==> config.mk <==
export PLATFORM = sky130hd
export DESIGN_NAME = rv_inst_encoder_flat
export DESIGN_NICKNAME = d
export VERILOG_FILES = /design/src/rtl/rv_inst_encoder_if.sv /design/src/rtl/rv_inst_encoder.sv /design/src/flat_wrapper.sv
export SDC_FILE = /design/constraint.sdc
export NUM_CORES = 1
export LEC_CHECK = 0
export CAP_MARGIN = 40
export CORE_MARGIN = 1.5
export CORE_UTILIZATION = 43
export DETAILED_ROUTE_END_ITERATION = 7
export GPL_TIMING_DRIVEN = 0
export PLACE_DENSITY = 0.81
export SLEW_MARGIN = 10
export SYNTH_ARGS = -nofsm -noshare
export SYNTH_HDL_FRONTEND = slang
export SYNTH_SLANG_ARGS = --single-unit
==> constraint.sdc <==
create_clock -name clk -period 3.8 [get_ports clk]
set_input_delay 0.57 -clock clk [delete_from_list [all_inputs] [get_ports clk]]
set_output_delay 0.57 -clock clk [all_outputs]
set_load 0.03 [all_outputs]
==> src/rtl/rv_inst_encoder_if.sv <==
// Handshake bundle for the RV32 instruction encoder: decoded fields in, packed
// and address-tagged instruction words out.
interface rv_inst_encoder_if #(
    parameter int ADDR_W = 32
);
    logic              in_valid;
    logic              in_ready;
    logic [2:0]        imm_sel;
    logic [6:0]        opcode;
    logic [4:0]        rd;
    logic [4:0]        rs1;
    logic [4:0]        rs2;
    logic [2:0]        funct3;
    logic [6:0]        funct7;
    logic [31:0]       imm;
    logic              base_load;
    logic [ADDR_W-1:0] base_addr;
    logic              out_valid;
    logic              out_ready;
    logic [31:0]       out_inst;
    logic [ADDR_W-1:0] out_addr;
    logic              out_err;

    modport master (
        output in_valid, imm_sel, opcode, rd, rs1, rs2, funct3, funct7, imm,
               base_load, base_addr, out_ready,
        input  in_ready, out_valid, out_inst, out_addr, out_err
    );

    modport slave (
        input  in_valid, imm_sel, opcode, rd, rs1, rs2, funct3, funct7, imm,
               base_load, base_addr, out_ready,
        output in_ready, out_valid, out_inst, out_addr, out_err
    );
endinterface

==> src/rtl/rv_inst_encoder.sv <==
// Streaming RV32 instruction encoder: packs decoded fields and a full immediate
// into an instruction word, flags unencodable immediates, tags words with addresses.
module rv_inst_encoder #(
    parameter int ADDR_W   = 32,
    parameter int ERRCNT_W = 16
) (
    input  logic                clk,
    input  logic                rst,
    rv_inst_encoder_if.slave    bus,
    output logic [ERRCNT_W-1:0] err_count
);
    typedef enum logic [2:0] {
        SEL_I = 3'd0,
        SEL_S = 3'd1,
        SEL_B = 3'd2,
        SEL_U = 3'd3,
        SEL_J = 3'd4,
        SEL_R = 3'd5
    } imm_sel_e;

    logic [ADDR_W-1:0] addr_q;
    logic [ADDR_W-1:0] word_addr;
    logic [31:0]       enc_inst;
    logic              enc_err;
    logic              accept;
    logic              fits_12;
    logic              fits_13;
    logic              fits_21;
    logic [31:0]       imm;

    assign imm = bus.imm;

    // An immediate fits N signed bits when every bit from N-1 upward matches.
    assign fits_12 = (&imm[31:11]) | ~(|imm[31:11]);
    assign fits_13 = (&imm[31:12]) | ~(|imm[31:12]);
    assign fits_21 = (&imm[31:20]) | ~(|imm[31:20]);

    assign bus.in_ready = !bus.out_valid || bus.out_ready;
    assign accept       = bus.in_valid && bus.in_ready;
    assign word_addr    = bus.base_load ? bus.base_addr : addr_q;

    always_comb begin
        // NOTE: defaults first so no path through the case leaves a value held (no latch).
        enc_inst = '0;
        enc_err  = 1'b0;
        case (bus.imm_sel)
            SEL_I: begin
                enc_inst = {imm[11:0], bus.rs1, bus.funct3, bus.rd, bus.opcode};
                enc_err  = !fits_12;
            end
            SEL_S: begin
                enc_inst = {imm[11:5], bus.rs2, bus.rs1, bus.funct3, imm[4:0], bus.opcode};
                enc_err  = !fits_12;
            end
            SEL_B: begin
                enc_inst = {imm[12], imm[10:5], bus.rs2, bus.rs1, bus.funct3,
                            imm[4:1], imm[11], bus.opcode};
                enc_err  = !fits_13 || imm[0];
            end
            SEL_U: begin
                enc_inst = {imm[31:12], bus.rd, bus.opcode};
                enc_err  = |imm[11:0];
            end
            SEL_J: begin
                enc_inst = {imm[20], imm[10:1], imm[11], imm[19:12], bus.rd, bus.opcode};
                enc_err  = !fits_21 || imm[0];
            end
            SEL_R: begin
                enc_inst = {bus.funct7, bus.rs2, bus.rs1, bus.funct3, bus.rd, bus.opcode};
            end
            default: begin
                enc_err = 1'b1;
            end
        endcase
    end

    // NOTE: sequential state uses non-blocking assignments so every register samples pre-edge values.
    always_ff @(posedge clk or posedge rst) begin
        if (rst) begin
            bus.out_valid <= 1'b0;
            bus.out_inst  <= '0;
            bus.out_addr  <= '0;
            bus.out_err   <= 1'b0;
        end else if (accept) begin
            bus.out_valid <= 1'b1;
            bus.out_inst  <= enc_inst;
            bus.out_addr  <= word_addr;
            bus.out_err   <= enc_err;
        end else if (bus.out_ready) begin
            bus.out_valid <= 1'b0;
        end
    end

    // A same-cycle base_load retargets the accepted word itself, not just the next one.
    always_ff @(posedge clk or posedge rst) begin
        if (rst) begin
            addr_q <= '0;
        end else if (accept) begin
            addr_q <= word_addr + ADDR_W'(4);
        end else if (bus.base_load) begin
            addr_q <= bus.base_addr;
        end
    end

    always_ff @(posedge clk or posedge rst) begin
        if (rst) begin
            err_count <= '0;
        end else if (accept && enc_err && !(&err_count)) begin
            err_count <= err_count + ERRCNT_W'(1);
        end
    end
endmodule

==> src/flat_wrapper.sv <==
// flat-port wrapper written by rule: the top's interface ports become plain ports
module rv_inst_encoder_flat 
#(
    parameter int ADDR_W   = 32,
    parameter int ERRCNT_W = 16
)
  (clk, rst, err_count, bus_in_valid, bus_imm_sel, bus_opcode, bus_rd, bus_rs1, bus_rs2, bus_funct3, bus_funct7, bus_imm, bus_base_load, bus_base_addr, bus_out_ready, bus_in_ready, bus_out_valid, bus_out_inst, bus_out_addr, bus_out_err);
  rv_inst_encoder_if #(.ADDR_W(ADDR_W)) bus_i ();
  input  logic clk;
  input  logic rst;
  output logic [ERRCNT_W-1:0] err_count;
  input wire logic [$bits(bus_i.in_valid)-1:0] bus_in_valid;
  input wire logic [$bits(bus_i.imm_sel)-1:0] bus_imm_sel;
  input wire logic [$bits(bus_i.opcode)-1:0] bus_opcode;
  input wire logic [$bits(bus_i.rd)-1:0] bus_rd;
  input wire logic [$bits(bus_i.rs1)-1:0] bus_rs1;
  input wire logic [$bits(bus_i.rs2)-1:0] bus_rs2;
  input wire logic [$bits(bus_i.funct3)-1:0] bus_funct3;
  input wire logic [$bits(bus_i.funct7)-1:0] bus_funct7;
  input wire logic [$bits(bus_i.imm)-1:0] bus_imm;
  input wire logic [$bits(bus_i.base_load)-1:0] bus_base_load;
  input wire logic [$bits(bus_i.base_addr)-1:0] bus_base_addr;
  input wire logic [$bits(bus_i.out_ready)-1:0] bus_out_ready;
  output wire logic [$bits(bus_i.in_ready)-1:0] bus_in_ready;
  output wire logic [$bits(bus_i.out_valid)-1:0] bus_out_valid;
  output wire logic [$bits(bus_i.out_inst)-1:0] bus_out_inst;
  output wire logic [$bits(bus_i.out_addr)-1:0] bus_out_addr;
  output wire logic [$bits(bus_i.out_err)-1:0] bus_out_err;
  assign bus_i.in_valid = bus_in_valid;
  assign bus_i.imm_sel = bus_imm_sel;
  assign bus_i.opcode = bus_opcode;
  assign bus_i.rd = bus_rd;
  assign bus_i.rs1 = bus_rs1;
  assign bus_i.rs2 = bus_rs2;
  assign bus_i.funct3 = bus_funct3;
  assign bus_i.funct7 = bus_funct7;
  assign bus_i.imm = bus_imm;
  assign bus_i.base_load = bus_base_load;
  assign bus_i.base_addr = bus_base_addr;
  assign bus_i.out_ready = bus_out_ready;
  assign bus_in_ready = bus_i.in_ready;
  assign bus_out_valid = bus_i.out_valid;
  assign bus_out_inst = bus_i.out_inst;
  assign bus_out_addr = bus_i.out_addr;
  assign bus_out_err = bus_i.out_err;
  rv_inst_encoder #(.ADDR_W(ADDR_W), .ERRCNT_W(ERRCNT_W)) u_core (.clk(clk), .rst(rst), .bus(bus_i), .err_count(err_count));
endmodule
==> metrics.txt <==
Final Power=4.51 mW; synthesized cell area=6130 um^2; Post-Syn Nets=730; final hold slack=469 ps; Clk pwr share=0.384; post-place setup slack=-781 ps; Worst setup SP type=input pin; kind of critical path=in2reg; Placed Instances=990; die height=122 um; Tmin final=3480 ps; GR Util All Layers=0.256; clock latency at the later pin of the worst-skew pair=420 ps; fraction of registers with async set or reset after synthesis=1.00; first-pass GRT wire length=29500 um; non-filler cells, final=1022; HP Class=reg2reg; wire per inst=18.0 um; Final Skew=5.74 ps; Buffers on Ports=185; final hold vios=0; fin area=8890 um^2; fill cell count=1153; Peak VDD IR=0.474 mV; setup_tns=0 ps; Flop pwr share=0.341; cells after synthesis=624; Final setup viols=0; via count=5766; CTS tree=yes; Sw Ratio=0.310; via/cell ratio=5.64; total gr overflow=0; CP required=4130 ps; pin count of the biggest net entering global routing=72; Yosys cell types=57; Sink Count=114; htree depth=4; clock buffer depth=2; synthesis warning total=0; core area=13900 um^2; Main synth FF type=dfrtp_1; Leakage Power=3.61 nW; RSZ-0062 raised after global routing=false; highest clock rate=0.287 GHz; commonest non-fill, non-tap cell in the layout=clkdlybuf4s50_1; Area Growth Syn to Fin=45.1%; 1st-pass router iterations=5; GP Congestion=0.882; Power Density=507 nW/um^2; nets=936; Internal Power=3.11 mW; Final WS setup=315 ps; worst slew pin tran=804 ps; DRC violations left=0; antenna cells=0; sequential-to-total area share from yosys stat=0.466; register bit total from synthesis=114; P_sw=1.40 mW; Pins Over Slew Limit=0; Avg Cell Area, Syn=9.82 um^2; dpl cell area=8240 um^2; drt first-iter violations=500; total wire length=18400 um; status=finished, final reports clean; vias in the first global route=5776; share of layout cells above drive strength 1=0.0736; DPL Wire Length=13400 um; die area=15000 um^2; total CTS buffers=17; root buf cell=clkbuf_16; starting density of the core=0.441; Max FO, Critical Path=19; combinational share of power=0.275; Critical Path End Type=flop; number of synthesized flops with an enable pin=0; Critical Path AT=3820 ps; antenna violations before repair=0; commonest non-fill, non-tap cells in the layout=185 x clkdlybuf4s50_1, 114 x dfrtp_1, 87 x nand2_1; max_slew headroom=0.462; Hold-fix buffers, CTS=0; Boundary Pins=187; fin util=0.641; fin crit share=0.917; max cap viols=0; Worst-path clk slew=50 ps; Rows=43; post-route ant nets=0; Die Span X=122 um
[sequential cells by signal, summed over array words and instances (netlist names)]
| register | flops |
|---|---|
| u_core.bus.out_addr | 32 |
| u_core.err_count | 16 |
| u_core.addr_q | 32 |
| u_core.bus.out_err | 1 |
| u_core.bus.out_valid | 1 |
| u_core.bus.out_inst | 32 |
[cell usage after synthesis, types with 6 or more instances]
cell	count	area (um^2)
clkbuf_1	27	101
mux2_2	13	146
nor2b_1	20	125
nor4_1	6	37.5
xor2_1	26	228
o221ai_1	20	175
o21a_1	14	105
nand2_1	87	327
nor2_1	29	109
dfrtp_1	114	2850
and3_1	7	43.8
nand2b_1	7	43.8
nand4_1	11	68.8
a22oi_1	17	128
o21ai_0	47	235
mux2i_1	38	380
a21oi_1	27	135
nor3_1	9	45.0
nand3_1	20	100
xnor2_1	17	149
[power groups by stage]
| stage | sequential [mW] | clock, mW | combinational (mW) |
|---|---|---|---|
| floorplan | 1.83 | 0 | 0.387 |
| global placement | 1.55 | 0 | 1.21 |
| detailed placement | 1.56 | 0 | 1.23 |
| CTS | 1.54 | 1.75 | 1.24 |
| global route | 1.56 | 1.80 | 1.33 |
| finish | 1.54 | 1.73 | 1.24 |
[critical path, cell delays in order]
cell	delay [ps]
clkdlybuf4s50_1	530
clkbuf_4	260
buf_6	240
buf_4	250
buf_4	260
mux2i_1	160
inv_1	80
ha_1	220
nand4b_4	150
nor4_4	360
nand4b_1	140
buf_4	200
nor3_1	230
xnor2_1	150
[path summary, 6_finish.rpt]
| path | startpoint | endpoint | slack [ps] | depth (start not counted) |
|---|---|---|---|---|
| setup / recovery | bus_base_load | u_core.addr_q[28] | 320 | 14 |
| hold / removal | u_core.bus.out_inst[1] | u_core.bus.out_inst[1] | 470 | 2 |
| setup reg to reg | u_core.err_count[3] | u_core.err_count[7] | 1350 | 7 |
| hold reg to reg | u_core.bus.out_inst[1] | u_core.bus.out_inst[1] | 470 | 2 |
| max in group asynchronous | rst | u_core.bus.out_addr[3] | 2580 | 3 |
| min in group asynchronous | rst | u_core.bus.out_inst[2] | 540 | 2 |
[layout make-up]
class	count	area, um^2	area share
inverters	4	20.0	0.00225
multi-input cells	470	3110	0.350
clock buffers	20	447	0.0502
flip-flops and latches	114	2850	0.321
well taps	180	225	0.0253
clock inverters	11	185	0.0208
repair buffers	188	1890	0.213
plain buffers	35	158	0.0177
[timing repair]
item / in CTS / in global routing
setup endpoints to repair: 7 / 7
buffers inserted: 2 / 0
pin swaps: 1 / 0
resized for setup: 2 / 1
[kinds of logic after synthesis]
kind of cell	Yosys count	synth area share
multiplexers	53	0.0896
AO/OA/AOI/OAI	149	0.159
flip-flops	114	0.466
AND/OR/NAND/NOR	223	0.192
adder cells (fa/ha/maj)	2	0.00408
buffers and inverters	40	0.0282
XOR/XNOR	43	0.0615
[layer usage]
layer | vias up | part of all wire | global-route usage
met4 | 0 | 0.019 | 0.0850
li1 | 2691 | - | -
met3 | 44 | 0.075 | 0.0743
met2 | 253 | 0.49 | 0.427
met5 | - | 0 | 0
met1 | 2778 | 0.42 | 0.319
(Power assumes the default switching activity.)
